### src/rtl/display_pkg.sv
// Shared types and the character-to-segment table for the seven-segment scan driver.
// Segment byte order is {a,b,c,d,e,f,g,dp}; the table never sets dp.
package display_pkg;

   localparam logic [5:0] CODE_BLANK = 6'd36;

   localparam int SEG_A  = 7;
   localparam int SEG_B  = 6;
   localparam int SEG_C  = 5;
   localparam int SEG_D  = 4;
   localparam int SEG_E  = 3;
   localparam int SEG_F  = 2;
   localparam int SEG_G  = 1;
   localparam int SEG_DP = 0;

   typedef enum logic {BLANK, ON} scan_state_t;

   function automatic logic [7:0] seg_lut(input logic [5:0] code);
      logic [7:0] s;
      case (code)
         6'd0:  s = 8'hFC;  6'd1:  s = 8'h60;  6'd2:  s = 8'hDA;  6'd3:  s = 8'hF2;
         6'd4:  s = 8'h66;  6'd5:  s = 8'hB6;  6'd6:  s = 8'hBE;  6'd7:  s = 8'hE0;
         6'd8:  s = 8'hFE;  6'd9:  s = 8'hF6;  6'd10: s = 8'hEE;  6'd11: s = 8'h3E;
         6'd12: s = 8'h9C;  6'd13: s = 8'h7A;  6'd14: s = 8'h9E;  6'd15: s = 8'h8E;
         // G..Z: best-effort glyphs, some letters share shapes with digits
         6'd16: s = 8'hBC;  6'd17: s = 8'h6E;  6'd18: s = 8'h0C;  6'd19: s = 8'h78;
         6'd20: s = 8'h5E;  6'd21: s = 8'h1C;  6'd22: s = 8'hA8;  6'd23: s = 8'h2A;
         6'd24: s = 8'h3A;  6'd25: s = 8'hCE;  6'd26: s = 8'hE6;  6'd27: s = 8'h0A;
         6'd28: s = 8'hB6;  6'd29: s = 8'h1E;  6'd30: s = 8'h7C;  6'd31: s = 8'h38;
         6'd32: s = 8'h54;  6'd33: s = 8'h6E;  6'd34: s = 8'h76;  6'd35: s = 8'hDA;
         default: s = 8'h00;
      endcase
      return s;
   endfunction

endpackage

### src/rtl/seg_decode.sv
// Combinational character decode with the per-digit decimal point merged in.
module seg_decode
   import display_pkg::*;
(
   input  logic [5:0] code,
   input  logic       dp,
   output logic [7:0] seg
);

   assign seg = seg_lut(code) | (8'(dp) << SEG_DP);

endmodule

### src/rtl/display_scan_mux.sv
// Time-multiplexed seven-segment scanner: shadow capture at frame boundaries, blanking guard, PWM.
// Optional per-digit blinking is compiled in with `define DISPLAY_BLINK_EN.
module display_scan_mux
   import display_pkg::*;
#(
   parameter int NUM_DIGITS   = 8,
   parameter int CODE_W       = 6,
   parameter int CLK_HZ       = 100_000_000,
   parameter int SCAN_HZ      = 1000,
   parameter int BLANK_CYCLES = 1000,
   parameter int BLINK_FRAMES = 62
)(
   input  logic                         clk,
   input  logic                         rst,
   input  logic [NUM_DIGITS*CODE_W-1:0] content,
   input  logic [NUM_DIGITS-1:0]        dp,
   input  logic                         load,
   input  logic [3:0]                   brightness,
   input  logic [NUM_DIGITS-1:0]        blink_mask,
   output logic [NUM_DIGITS-1:0]        com,
   output logic [7:0]                   seg_out,
   output logic                         frame_done
);

   localparam int DWELL = CLK_HZ / SCAN_HZ;
   localparam int DW_W  = (DWELL > 1) ? $clog2(DWELL) : 1;
   localparam int DIG_W = (NUM_DIGITS > 1) ? $clog2(NUM_DIGITS) : 1;
   localparam logic [DW_W-1:0]  DW_LAST    = DW_W'(DWELL - 1);
   localparam logic [DW_W-1:0]  BLANK_LAST = DW_W'(BLANK_CYCLES - 1);
   localparam logic [DIG_W-1:0] DIG_LAST   = DIG_W'(NUM_DIGITS - 1);

   logic [DW_W-1:0]  dwell_cnt, dwell_nxt;
   logic [DIG_W-1:0] digit, digit_nxt;
   logic [3:0]       pwm_cnt;
   scan_state_t      state, state_nxt;
   logic             pending;
   logic             boundary;

   logic [NUM_DIGITS-1:0][CODE_W-1:0] shadow_code;
   logic [NUM_DIGITS-1:0]             shadow_dp;

   logic [CODE_W-1:0]     cur_code;
   logic                  cur_dp;
   logic [7:0]            dec_seg;
   logic                  blank_digit;
   logic [NUM_DIGITS-1:0] com_nxt;
   logic [7:0]            seg_nxt;

   assign boundary = (dwell_cnt == DW_LAST) && (digit == DIG_LAST);
   assign cur_code = shadow_code[digit];
   assign cur_dp   = shadow_dp[digit];

   seg_decode u_dec (
      .code (cur_code),
      .dp   (cur_dp),
      .seg  (dec_seg)
   );

`ifdef DISPLAY_BLINK_EN
   localparam int BF_W = (BLINK_FRAMES > 1) ? $clog2(BLINK_FRAMES) : 1;
   logic [BF_W-1:0] blink_cnt;
   logic            blink_phase;

   always_ff @(posedge clk or negedge rst) begin
      if (!rst) begin
         blink_cnt   <= '0;
         blink_phase <= 1'b0;
      end else if (boundary) begin
         if (blink_cnt == BF_W'(BLINK_FRAMES - 1)) begin
            blink_cnt   <= '0;
            blink_phase <= ~blink_phase;
         end else begin
            blink_cnt <= blink_cnt + 1'b1;
         end
      end
   end

   assign blank_digit = blink_phase & blink_mask[digit];
`else
   logic unused_blink;
   assign unused_blink = ^blink_mask;
   assign blank_digit  = 1'b0;
`endif

   always_ff @(posedge clk or negedge rst) begin
      if (!rst) begin
         dwell_cnt <= '0;
         digit     <= '0;
         pwm_cnt   <= '0;
         state     <= BLANK;
      end else begin
         dwell_cnt <= dwell_nxt;
         digit     <= digit_nxt;
         pwm_cnt   <= pwm_cnt + 4'd1;
         state     <= state_nxt;
      end
   end

   // A load landing on the boundary cycle itself is taken immediately.
   always_ff @(posedge clk or negedge rst) begin
      if (!rst) begin
         pending     <= 1'b0;
         shadow_code <= {NUM_DIGITS{CODE_BLANK}};
         shadow_dp   <= '0;
      end else if (boundary && (pending || load)) begin
         pending     <= 1'b0;
         shadow_code <= content;
         shadow_dp   <= dp;
      end else if (load) begin
         pending <= 1'b1;
      end
   end

   always_comb begin
      dwell_nxt = dwell_cnt + DW_W'(1);
      digit_nxt = digit;
      state_nxt = state;
      com_nxt   = '0;
      seg_nxt   = 8'h00;
      if (dwell_cnt == DW_LAST) begin
         dwell_nxt = '0;
         digit_nxt = (digit == DIG_LAST) ? '0 : digit + 1'b1;
         state_nxt = (BLANK_CYCLES == 0) ? ON : BLANK;
      end else if (dwell_cnt == BLANK_LAST) begin
         state_nxt = ON;
      end
      if (state == ON) begin
         if (pwm_cnt <= brightness) com_nxt[digit] = 1'b1;
         if (!blank_digit) seg_nxt = dec_seg;
      end
   end

   always_ff @(posedge clk or negedge rst) begin
      if (!rst) begin
         com        <= '0;
         seg_out    <= 8'h00;
         frame_done <= 1'b0;
      end else begin
         com        <= com_nxt;
         seg_out    <= seg_nxt;
         frame_done <= boundary;
      end
   end

endmodule

### config.mk
export PLATFORM = sky130hd
export DESIGN_NAME = display_scan_mux
export DESIGN_NICKNAME = d
export VERILOG_FILES = /design/src/rtl/display_pkg.sv /design/src/rtl/seg_decode.sv /design/src/rtl/display_scan_mux.sv
export SDC_FILE = /design/constraint.sdc
export NUM_CORES = 1
export LEC_CHECK = 0
export BUFFER_PORTS_ARGS = -buffer_cell sky130_fd_sc_hd__buf_4
export CAP_MARGIN = 40
export CELL_PAD_IN_SITES_DETAIL_PLACEMENT = 1
export CELL_PAD_IN_SITES_GLOBAL_PLACEMENT = 2
export CORE_MARGIN = 5
export CORE_UTILIZATION = 35
export CTS_BUF_LIST = sky130_fd_sc_hd__clkbuf_8
export DETAILED_ROUTE_END_ITERATION = 12
export PLACE_DENSITY = 0.8
export SLEW_MARGIN = 20
export SYNTH_ARGS = -nofsm -noshare
export SYNTH_HDL_FRONTEND = slang
export SYNTH_HIERARCHICAL = 1
export SYNTH_SLANG_ARGS = --single-unit
### constraint.sdc
create_clock -name clk -period 2.8 [get_ports clk]
set_input_delay 0.14 -clock clk [delete_from_list [all_inputs] [get_ports clk]]
set_output_delay 0.14 -clock clk [all_outputs]
set_load 0.03 [all_outputs]
# ---- After elaboration in Yosys (flattened, before gate mapping)
# Memories as Yosys holds them, arrays and structs flattened.
# Cells that the tools add are included.
# Widths: inputs -> output; s select.
dict set report word_totals {
  regBits 99
  out_inout_bits 17
  rom_bits 448
  mem_count 1
}
dict set report op_classes {
  n_eq_ne 3
  n_mux 15
  add_sub_neg 3
  bitwise_logic 1
  magnitude_cmp 3
  n_reduce_logical 6
}
# name words word_bits rd rd_clocked_by_memory_dff write_ports line_no
set memory_table {}
lappend memory_table {{(no name shown)} 64 7 1 0 0 display_pkg.sv:20} ;# case (code)
# op count
set ops {}
lappend ops {{$mux 8} 3}
lappend ops {{$bmux 6 s3} 1}
lappend ops {{$add 17x1->17 const B} 1}
lappend ops {{$eq 17x10->1 const B} 1}
lappend ops {{$eq 17x17->1 const B} 1}
lappend ops {{$mux 17} 1}
lappend ops {{$or 8x1->8} 1}
lappend ops {{$mux 1} 6}
lappend ops {{$mux 6} 1}
lappend ops {{$add 4x1->4 const B} 1}
lappend ops {{$le 4x4->1} 1}
lappend ops {{$lt 3x4->1 const B} 1}
lappend ops {{$reduce_bool 2->1} 2}
lappend ops {{$add 3x1->3 const B} 1}
lappend ops {{$bmux 1 s3} 1}
lappend ops {{$demux 1 s3} 1}
lappend ops {{$eq 3x3->1 const B} 1}
lappend ops {{$ge 3x1->1 const B} 1}
lappend ops {{$logic_and 1x1->1} 3}
lappend ops {{$mux 3} 1}
lappend ops {{$logic_or 1x1->1} 1}

# ---- Longest topological paths before layout
# Gate-level depths: netlist of the first run.
dict set report depth {
  ltp_word 6
  mapped_depth 10
}

# ---- Cells and area by module
# The synthesis of the first run kept the hierarchy.
# mod area_each_um2 cells_each seq_area_each_um2 n_inst
set modules_own_cells {}
lappend modules_own_cells {display_scan_mux 4424.2 304 2497.4 1}
lappend modules_own_cells {seg_decode 536.8 81 0.0 1}

# ---- Worst setup path before layout of the first run
# Ideal clock, no wire load.
dict set report synth_timing {
  path_type {reg2reg}
  start {register digit[0]}
  end {register seg_out[2]}
  arrival_time_ns 2.650
  period_less_slack_ns 2.769
  path_buffers 1
  required_time_ns 2.681
  stages_incl_launch_ff 11
  slack_ns 0.031
  setup_time_ns 0.119
  cell_sequence {dfrtp_1 > clkbuf_1 > mux4_2 > mux2_2 > inv_1 > ha_1 > nand2_2 > a211oi_2 > o22ai_1 > mux2_2 > and2_1}
}
dict set report synth_via {
  elab_chain_cells 5
}
# item line_no
set synth_rtl {}
lappend synth_rtl {{from (decl)} display_scan_mux.sv:33} ;# logic [DIG_W-1:0] digit, digit_nxt;
lappend synth_rtl {{from (signal assigned)} display_scan_mux.sv:93} ;# digit <= digit_nxt;
lappend synth_rtl {{$bmux 6 s3} display_scan_mux.sv:50} ;# assign cur_code = shadow_code[digit];
lappend synth_rtl {{$mux 6 (implied by the code)} display_scan_mux.sv:50}
lappend synth_rtl {{named net cur_code[1]} display_scan_mux.sv:42} ;# logic [CODE_W-1:0] cur_code;
lappend synth_rtl {{$mem_v2 64x7} -}
lappend synth_rtl {{$or 8x1->8} seg_decode.sv:10} ;# assign seg = seg_lut(code) | (8'(dp) << SEG_DP);
lappend synth_rtl {{named net dec_seg[2]} display_scan_mux.sv:44} ;# logic [7:0] dec_seg;
lappend synth_rtl {{$mux 8} display_scan_mux.sv:127} ;# if (state == ON) begin
lappend synth_rtl {{named net seg_nxt[2]} display_scan_mux.sv:47} ;# logic [7:0] seg_nxt;
lappend synth_rtl {{to (signal assigned)} display_scan_mux.sv:140} ;# seg_out <= seg_nxt;
lappend synth_rtl {{to (decl)} display_scan_mux.sv:21} ;# output logic [7:0] seg_out,
# The timed path passes the listed nets, and every way through them passes these cells. The select of a mux whose other input is x is not followed.
# A chain may end at the register's enable or synchronous reset.

# ---- Worst setup path after layout of the first run
dict set report layout_timing {
  start {register digit[0]}
  end {register seg_out[4]}
}
# The elaborated chain is that of the path after synthesis.

==> results of run 1 <==
==> placed cells by master, fill, tap and decap left out, types with 7 or more instances in the layout <==
cell type and count:
sky130_fd_sc_hd__ha_1 15, sky130_fd_sc_hd__inv_1 10, sky130_fd_sc_hd__nand3_1 11, sky130_fd_sc_hd__nand4_1 7, sky130_fd_sc_hd__mux4_2 14, sky130_fd_sc_hd__a21oi_1 14
sky130_fd_sc_hd__clkbuf_8 9, sky130_fd_sc_hd__buf_4 93, sky130_fd_sc_hd__and2_1 9, sky130_fd_sc_hd__mux2_1 40, sky130_fd_sc_hd__xnor2_1 12, sky130_fd_sc_hd__nor2_1 18
sky130_fd_sc_hd__mux2_2 24, sky130_fd_sc_hd__nand2b_1 8, sky130_fd_sc_hd__dfstp_2 16, sky130_fd_sc_hd__dfrtp_1 83, sky130_fd_sc_hd__dlygate4sd3_1 57, sky130_fd_sc_hd__nor3b_1 7
sky130_fd_sc_hd__nand2_1 11
==> timing repair <==
action	CTS	global route
resized for setup	1	6
hold buffers	57	0
setup endpoints to repair	1	6
endpoints found under the hold margin	101	0
==> report_power, final <==
group / switching (mW) / total (mW) / internal, mW / leakage, nW
clock network: 0.564 / 0.991 / 0.427 / 0.0984
registers: 0.00000000000000000811 / 1.43 / 1.43 / 1.30
logic: 0.0634 / 0.176 / 0.112 / 1.66
==> layout make-up <==
type | instances | area [µm²] | area share, %
Antenna cell | 1 | 2.50 | 0.0379
Clock buffer | 9 | 124 | 1.88
Clock inverter | 7 | 82.6 | 1.25
Inverter | 12 | 45.0 | 0.682
Multi-Input combinational cell | 254 | 2300 | 34.8
Sequential cell | 99 | 2500 | 37.8
Tap cell | 180 | 225 | 3.41
Timing Repair Buffer | 153 | 1330 | 20.1
==> critical path, stage by stage, from the launching register on <==
cell and delay (ns):
sky130_fd_sc_hd__dfrtp_1 0.41, sky130_fd_sc_hd__buf_4 0.16, sky130_fd_sc_hd__mux4_2 0.50, sky130_fd_sc_hd__mux2_4 0.33, sky130_fd_sc_hd__ha_1 0.28, sky130_fd_sc_hd__nand2b_1 0.23
sky130_fd_sc_hd__o211ai_1 0.13, sky130_fd_sc_hd__a21oi_1 0.09, sky130_fd_sc_hd__o32ai_1 0.31, sky130_fd_sc_hd__and2_1 0.16
==> per-stage QoR <==
stage	instance area [µm²]	power (mW)	instances
finish	6610	2.60	715
global route	6610	2.71	715
CTS	6590	2.64	714
detailed placement	5810	1.57	641
global placement	5790	1.56	640
floorplan	4960	1.46	385
==> cells by family (layout without fill, tap and decap cells) <==
kind of cell	count (synthesis)	in the layout	synth area share [%]
adder cells (fa/ha/maj)	15	15	3.78
XOR/XNOR	16	16	2.82
flip-flops	99	99	50.3
AO/OA/AOI/OAI	40	40	5.27
buffers and inverters	32	181	3.66
multiplexers	81	81	21.5
AND/OR/NAND/NOR	102	102	12.6
other	0	1	0
==> worst paths after layout <==
check / startpoint / endpoint / slack [ns] / cells past startpoint
max: digit[0] / seg_out[4] / 0.12 / 9
max reg2reg: digit[0] / seg_out[4] / 0.12 / 9
min: load / pending / 0.08 / 3
min reg2reg: pwm_cnt[0] / pwm_cnt[0] / 0.49 / 1
max in group asynchronous: rst / shadow_code[44] / 1.52 / 4
min in group asynchronous: rst / seg_out[0] / 0.33 / 2
==> per-layer routing <==
metal	vias to the layer above	wire length, µm
met5	-	0
met4	0	338
met3	23	390
met2	67	6980
met1	1888	5690
li1	1677	-
==> flip-flops by register name, summed over array words and instances, names as in the netlist <==
register	flops
state	1
dwell_cnt	17
digit	3
shadow_code	48
pending	1
frame_done	1
com	8
seg_out	8
shadow_dp	8
pwm_cnt	4
==> impl_metrics.toml, run 1 <==
[clock_tree]
insertion_delay_to_the_later_sink_of_the_worst_skew_pair_ns = 0.39
cts_buf_count = 9
clkSlewWorstSetupHoldPaths_ns = 0.10
cts_num_sinks = 99
postCtsSetupBuffers = 0
clock_tree_from_tritoncts = "yes"
clk_path_buf_depth = 2
cts_max_level = 3
cts_root_buf = "sky130_fd_sc_hd__clkbuf_8"

[routing]
dr.pass1.iters = 4
routed_via_density = 5.11
via_count = 3655
postRouteWirelength_um = 13400
wl_per_cell_um = 18.7
route.detailed.drc = 0
postRouteAntennaNets = 0
detail_route.iter0.violations = 215

[cells_and_area]
nNetsFinal = 615
area_delta_synth_final_pct = 33.1
finalCoreUtilization_pct = 47.6
num-fill-cells = 1441
post_route_cells_drive_above_1_share_pct = 33.7

[logic_synthesis]
number_of_synthesized_flops_with_an_enable_pin = 0
post-synth-top-count-cell = "sky130_fd_sc_hd__dfrtp_1"
yosys-top-cells-area = "sky130_fd_sc_hd__dfrtp_1 (42%), sky130_fd_sc_hd__mux2_1 (9.1%), sky130_fd_sc_hd__dfstp_2 (8.5%)"
ys_types = 54
synthesis.area_um2 = 4960
synth_largest_area_cell = "sky130_fd_sc_hd__dfrtp_1"
syn_inst = 385
synth.cells.most_frequent = "sky130_fd_sc_hd__dfrtp_1 (83), sky130_fd_sc_hd__mux2_1 (40), sky130_fd_sc_hd__mux2_2 (26)"
synthesis.area_per_instance_um2 = 12.9
seq_area_frac_synth_pct = 50.3
asyncSetResetFlopFracSynth_pct = 100
ys_seq_elements = 99
synth_fp_nets = 471
post_synth_top_area_share_pct = 41.9
ys_warn_count = 6
dominantRegCellSynth = "sky130_fd_sc_hd__dfrtp_1"

[floorplan]
core_um2 = 13900
start_util_pct = 35.7
die_area_um2 = 16700
ios = 88
rows = 43
floorplan.die.width_um = 129
die_height_um = 129

[global_routing]
gr-usage-met2_pct = 28.9
grt_usage_pct = 16.8
grt_pass1_vias = 4177
antenna_found_initial = 1
grt_util_met1_pct = 21.1
use_met3_pct = 2.56
busiest_metal_layer_after_global_routing = "met2"
largest_net_degree_at_the_start_of_global_routing = 53
gr-total-overflow = 0
grt_first_pass_wirelength_um = 21600

[timing]
worst_hold_slack_ns = 0.0780
final_number_of_max_transition_violations = 0
finalCriticalPeriod_ns = 2.68
final.setup.worst_slack_ns = 0.121
finalSetupViolCount = 0
tightest_slew_ns = 0.711
period_share_pct = 95.7
slew_headroom_pct = 52.6
skew_ns = 0.0184
fmax_mhz = 373
finalHoldViolations = 0
finalSetupTns_ns = 0

[setup_path]
cp_data_required_time_ns = 3.12
crit_path_max_fanout = 5
cp.arrival_ns = 3.00
timing.critical_path.from_type = "flip-flop"
worst_setup_path_end_kind = "flip-flop"
worstSetupPathType = "reg2reg"

[pwr]
power.ir.vdd_worst_v = 0.000250
power_density_nw_per_um2 = 393
lkg_pwr_nw = 3.06

[placed_design]
dpl.hpwl_um = 9080
dpl_worst_slack_ns = 0.0253
count_of_input_and_output_buffers = 79
routabilityCongestion = 0.831

[status]
run_status = "finished clean"

[run]
max_cap_viol_count = 0

[hold_path]
min-delay-path-class = "in2reg"
No activity file was read; power rests on OpenSTA's default activity.
==> inputs of run 2 (changes only) <==
--- a/config.mk
+++ b/config.mk
@@ -10,10 +10,9 @@
 export CELL_PAD_IN_SITES_DETAIL_PLACEMENT = 1
 export CELL_PAD_IN_SITES_GLOBAL_PLACEMENT = 2
 export CORE_MARGIN = 5
-export CORE_UTILIZATION = 35
-export CTS_BUF_LIST = sky130_fd_sc_hd__clkbuf_8
+export CORE_UTILIZATION = 34
 export DETAILED_ROUTE_END_ITERATION = 12
-export PLACE_DENSITY = 0.8
+export PLACE_DENSITY = 0.78
 export SLEW_MARGIN = 20
 export SYNTH_ARGS = -nofsm -noshare
 export SYNTH_HDL_FRONTEND = slang
==> run 2 against run 1 <==
Register-to-register slack worse by 0.03 ns. Non-clock buffer count fell by 19. Count of clock-buffer cells in the layout unchanged.
==> impl_metrics.toml, run 2 (same netlist as run 1, synthesis figures left out) <==
[timing]
skew_ns = 0.0122
final_number_of_max_transition_violations = 0
slew_headroom_pct = 55.5
finalSetupViolCount = 0
tightest_slew_ns = 0.668
finalSetupTns_ns = 0
fmax_mhz = 370
finalHoldViolations = 0
period_share_pct = 96.6
finalCriticalPeriod_ns = 2.70

[hold_path]
hold_depth = 2
min-delay-path-class = "in2reg"

[placed_design]
numPlacedInstances = 644
dpl.hpwl_um = 8720
post_dp_cell_area_um2 = 5810
count_of_input_and_output_buffers = 79
routabilityCongestion = 0.848

[cells_and_area]
most-common-layout-cells = "sky130_fd_sc_hd__buf_4 (95), sky130_fd_sc_hd__dfrtp_1 (83), sky130_fd_sc_hd__mux2_1 (40), sky130_fd_sc_hd__dlygate4sd3_1 (35), sky130_fd_sc_hd__mux2_2 (22)"
top_regs = "shadow_code x48, dwell_cnt x17"
post_route_cells_drive_above_1_share_pct = 35.9
area_delta_synth_final_pct = 31.2
layout.cell_area.non_filler_um2 = 6510
layout.cells.most_common = "sky130_fd_sc_hd__buf_4"
largest_register_ff_count = 48
max_flop_register = "shadow_code"
finalCoreUtilization_pct = 45.1
nNetsFinal = 596
finalNonFillerCells = 699
number_of_antenna_diodes = 0

[pwr]
power_density_nw_per_um2 = 430
seqPwrFrac_pct = 51.1
power.switching_mw = 0.650
clkPwrFrac_pct = 43.7
power.total_mw = 2.80
lkg_pwr_nw = 3.03
power.ir.vdd_worst_v = 0.000310
combPwrFrac_pct = 5.2
p_int_mw = 2.15
switching_share_pct = 23.2

[clock_tree]
clk_path_buf_depth = 2
cts_max_level = 3
cts_num_sinks = 99
cts_root_buf = "sky130_fd_sc_hd__clkbuf_16"
insertion_delay_to_the_later_sink_of_the_worst_skew_pair_ns = 0.36
clkSlewWorstSetupHoldPaths_ns = 0.08
clock_tree_from_tritoncts = "yes"
cts_buf_count = 9

[setup_path]
timing.critical_path.from_type = "flip-flop"
worst_setup_path_end_kind = "flip-flop"
critical-path-slowest-cell = "sky130_fd_sc_hd__mux4_2"
cp.arrival_ns = 2.94
crit_path_max_fanout = 8
worstRegToRegCells = 9
cp_common_cell = "sky130_fd_sc_hd__a21oi_1"
cp_cell_sequence = "buf_4 > mux4_2 > mux2_4 > ha_1 > or3_1 > a21oi_1 > a21oi_1 > a22o_1 > and2_1"
cp_data_required_time_ns = 3.04
slowest_delay_ns = 0.49
worstSetupPathType = "reg2reg"

[routing]
detail_route.iter0.violations = 159
postRouteAntennaNets = 0
wl_per_cell_um = 17.6
routed_via_density = 4.92
dr.pass1.iters = 4
postRouteWirelength_um = 12300
route.detailed.drc = 0
via_count = 3442

[run]
max_cap_viol_count = 0

[global_routing]
grt_usage_pct = 14.9
gr-total-overflow = 0
grt_pass1_vias = 3728
antenna_found_initial = 0
grt_first_pass_wirelength_um = 19500
largest_net_degree_at_the_start_of_global_routing = 100

[floorplan]
floorplan.die.width_um = 131
die_area_um2 = 17100
core_um2 = 14400
rows = 44
ios = 88
start_util_pct = 34.4
die_height_um = 131

[status]
run_status = "finished clean"
[run 2: final timing paths]
kind / start / end / slack, ns
min: content[37] / shadow_code[37] / 0.01
max reg2reg: digit[0] / seg_out[5] / 0.1
max in group asynchronous: rst / shadow_code[14] / 1.98
min in group asynchronous: rst / dwell_cnt[7] / 0.35
max: digit[0] / seg_out[5] / 0.1
min reg2reg: pwm_cnt[0] / pwm_cnt[0] / 0.47
[run 2: power groups by stage]
stage | Sequential, mW | Combinational (mW) | Clock (mW)
finish | 1.43 | 0.147 | 1.22
global route | 1.43 | 0.162 | 1.31
CTS | 1.43 | 0.150 | 1.28
detailed placement | 1.46 | 0.111 | 0
global placement | 1.46 | 0.107 | 0
floorplan | 1.46 | 0.00550 | 0
[run 2: cell type report]
| type | count | area, µm² |
|---|---|---|
| inverters | 12 | 45.0 |
| clock inverters | 7 | 65.1 |
| fillers | 1504 | 7910 |
| flip-flops and latches | 99 | 2500 |
| repair buffers | 134 | 1130 |
| well taps | 184 | 230 |
| clock buffers | 9 | 225 |
| multi-input cells | 254 | 2310 |
[run 2: timing repair]
item	CTS	global route
setup buffers	0	4
resized for setup	0	11
hold endpoints to repair	117	0
setup endpoints to repair	0	7
hold buffers	35	0
[run 2: critical path, delay by kind of cell (launching register included)]
family	cells	cell delay [ns]
buf+inv	1	0.16
flops	1	0.41
fa+ha+maj	1	0.23
mux	2	0.83
simple gates	2	0.53
compound gates	3	0.42
[run 2: layer usage]
layer / wire length (µm) / part of all wire [%] / vias to the layer above / GRT usage, %
met1: 5510 / 45 / 1719 / 19.5
li1: - / - / 1652 / -
met2: 6240 / 51 / 61 / 25.2
met4: 163 / 1.3 / 0 / 4.54
met3: 405 / 3.3 / 10 / 2.76
met5: 0 / 0 / - / 0
[run 2: stage by stage]
| step | setup slack, ns | hold slack [ns] |
|---|---|---|
| after global routing | -0.00935 | 0.00491 |
| final | 0.0951 | 0.0134 |
| after floorplan | 0.0311 | -0.156 |
| after global placement | 0.0521 | 0.241 |
| after detailed placement | 0.0477 | 0.245 |
| after CTS | 0.00528 | 0.0000731 |
==> inputs of run 3 (changes only) <==
--- a/config.mk
+++ b/config.mk
@@ -10,9 +10,9 @@
 export CELL_PAD_IN_SITES_DETAIL_PLACEMENT = 1
 export CELL_PAD_IN_SITES_GLOBAL_PLACEMENT = 2
 export CORE_MARGIN = 5
-export CORE_UTILIZATION = 34
+export CORE_UTILIZATION = 41
 export DETAILED_ROUTE_END_ITERATION = 12
-export PLACE_DENSITY = 0.78
+export PLACE_DENSITY = 0.87
 export SLEW_MARGIN = 20
 export SYNTH_ARGS = -nofsm -noshare
 export SYNTH_HDL_FRONTEND = slang
==> constraint.sdc (replaced) <==
create_clock -name clk -period 3.34 [get_ports clk]
set_input_delay 0.167 -clock clk [delete_from_list [all_inputs] [get_ports clk]]
set_output_delay 0.167 -clock clk [all_outputs]
set_load 0.03 [all_outputs]
==> run 3 against run 2 <==
Worst setup slack better by 0.23 ns. Global-route usage rose by 2.5 points. Power decreased by 16%. Sequential share of layout area is 3.1 points higher. Register-to-register slack gained 0.23 ns. Die area shrank 16%. Non-clock buffer count is 43 lower. Flip-flop and latch count is the same. Clock skew decreased by 0.0032 ns. Worst hold slack gained 0.010 ns. Clock power decreased by 12%. Critical endpoint is now seg_out[7]. Largest cell class unchanged. Highest routed layer unchanged.
==> impl_metrics.toml, run 3 (same netlist as run 1, synthesis figures left out) <==
[status]
run_status = "finished clean"

[pwr]
power_density_nw_per_um2 = 391
lkg_pwr_nw = 2.83
power.ir.vdd_worst_v = 0.000504

[routing]
wl_per_cell_um = 19.1
route.detailed.drc = 0
dr.pass1.iters = 4
detail_route.iter0.violations = 171
via_count = 3333
postRouteAntennaNets = 0
postRouteWirelength_um = 11800
routed_via_density = 5.38

[global_routing]
grt_pass1_vias = 3700
grt_first_pass_wirelength_um = 19700
largest_net_degree_at_the_start_of_global_routing = 60
antenna_found_initial = 0
gr-total-overflow = 0
grt_usage_pct = 17.4

[setup_path]
cp_cell_sequence = "mux4_2 > mux2_2 > inv_1 > ha_1 > nor2b_1 > nor3b_1 > a211oi_1 > a32o_1 > and2_1"
worst_setup_path_end_kind = "flip-flop"
cp_data_required_time_ns = 3.63
crit_family = "multiplexers"
slowest_delay_ns = 0.62
timing.critical_path.from_type = "flip-flop"
cp.arrival_ns = 3.30
cp_bufs_invs = 1
critical_path_depth = 9
worstRegToRegCells = 9
critical-path-slowest-cell = "sky130_fd_sc_hd__dfrtp_1"
crit_path_max_fanout = 7
worstSetupPathType = "reg2reg"

[cells_and_area]
largest_register_ff_count = 48
post_route_cells_drive_above_1_share_pct = 35.8
area_delta_synth_final_pct = 21.6
layout.cells.most_common = "sky130_fd_sc_hd__buf_4"
layout.cell_area.non_filler_um2 = 6030
number_of_antenna_diodes = 0
top_regs = "shadow_code x48, dwell_cnt x17"
finalCoreUtilization_pct = 50.4
nNetsFinal = 553
num-fill-cells = 1270
max_flop_register = "shadow_code"
most-common-layout-cells = "sky130_fd_sc_hd__buf_4 (88), sky130_fd_sc_hd__dfrtp_1 (83), sky130_fd_sc_hd__mux2_1 (40), sky130_fd_sc_hd__mux2_2 (26), sky130_fd_sc_hd__nor2_1 (18)"

[placed_design]
dpl_worst_slack_ns = 0.330
post_dp_cell_area_um2 = 5690
routabilityCongestion = 0.887
dpl.hpwl_um = 8720
count_of_input_and_output_buffers = 79

[clock_tree]
insertion_delay_to_the_later_sink_of_the_worst_skew_pair_ns = 0.35
postCtsSetupBuffers = 0
clock_tree_from_tritoncts = "yes"
cts_max_level = 3
cts_root_buf = "sky130_fd_sc_hd__clkbuf_16"
cts_num_sinks = 99
clk_path_buf_depth = 2
clkSlewWorstSetupHoldPaths_ns = 0.07
cts_buf_count = 9

[timing]
grt_setup_unrepaired = "no"
tightest_slew_ns = 0.597
period_share_pct = 90.1
finalHoldViolations = 0
finalSetupViolCount = 0
slew_headroom_pct = 60.2
final_number_of_max_transition_violations = 0
skew_ns = 0.00908
final.setup.worst_slack_ns = 0.330
fmax_mhz = 332
finalCriticalPeriod_ns = 3.01
finalSetupTns_ns = 0

[hold_path]
min-delay-path-class = "in2reg"
hold_depth = 2

[floorplan]
start_util_pct = 41.5
core_um2 = 12000
rows = 40
die_area_um2 = 14400
ios = 88
floorplan.die.width_um = 120
die_height_um = 120

[run]
max_cap_viol_count = 0
==> run 3: path summary, 6_finish.rpt <==
path | slack [ns] | start | to
worst max-delay path | 0.33 | digit[0] | seg_out[7]
worst min-delay path | 0.02 | dp[4] | shadow_dp[4]
worst max register to register | 0.33 | digit[0] | seg_out[7]
worst min register to register | 0.48 | pwm_cnt[0] | pwm_cnt[0]
max in group asynchronous | 2.33 | rst | shadow_code[14]
min in group asynchronous | 0.16 | rst | com[7]
==> run 3: worst reg2reg max path, stage by stage, from the launching register on <==
cell	delay, ns
sky130_fd_sc_hd__dfrtp_1	0.62
sky130_fd_sc_hd__mux4_2	0.58
sky130_fd_sc_hd__mux2_2	0.34
sky130_fd_sc_hd__inv_1	0.21
sky130_fd_sc_hd__ha_1	0.26
sky130_fd_sc_hd__nor2b_1	0.25
sky130_fd_sc_hd__nor3b_1	0.09
sky130_fd_sc_hd__a211oi_1	0.26
sky130_fd_sc_hd__a32o_1	0.22
sky130_fd_sc_hd__and2_1	0.12
==> run 3: repair_timing <==
| item | in CTS | in global routing |
|---|---|---|
| hold endpoints to repair | 49 | 0 |
| hold buffers | 1 | 0 |
| gates resized for setup | 0 | 0 |
| endpoints found under the setup margin | 0 | 0 |
==> run 3: layout make-up <==
type | instances | area [µm²] | share of cell area [%]
tap | 147 | 184 | 3.05
timing repair buffer | 91 | 718 | 11.9
inverter | 12 | 45.0 | 0.747
clock buffer | 10 | 229 | 3.80
sequential | 99 | 2500 | 41.4
multi-input combinational | 254 | 2280 | 37.8
clock inverter | 6 | 75.1 | 1.24
==> run 3: metrics by stage <==
step,power [mW],hold WS (ns),cells
6_report,2.36,0.0234,619
5_1_grt,2.45,0.0121,619
4_1_cts,2.38,0.0118,618
3_5_place_dp,1.31,0.281,601
3_3_place_gp,1.31,0.274,601
2_1_floorplan,1.23,-0.129,385
==> run 3: report_power, final <==
part	switching, mW	leakage, nW	total [mW]	internal [mW]
Sequential	0.0000000000000000103	1.30	1.20	1.20
Combinational	0.0393	1.38	0.0925	0.0532
Clock	0.478	0.145	1.07	0.590
==> run 3: routing by layer <==
layer	up-vias	track usage (%)	routed length [µm]
met5	-	0	0
met4	0	5.08	176
met3	14	5.61	574
met2	81	27.5	5830
met1	1679	23.1	5270
li1	1559	-	-
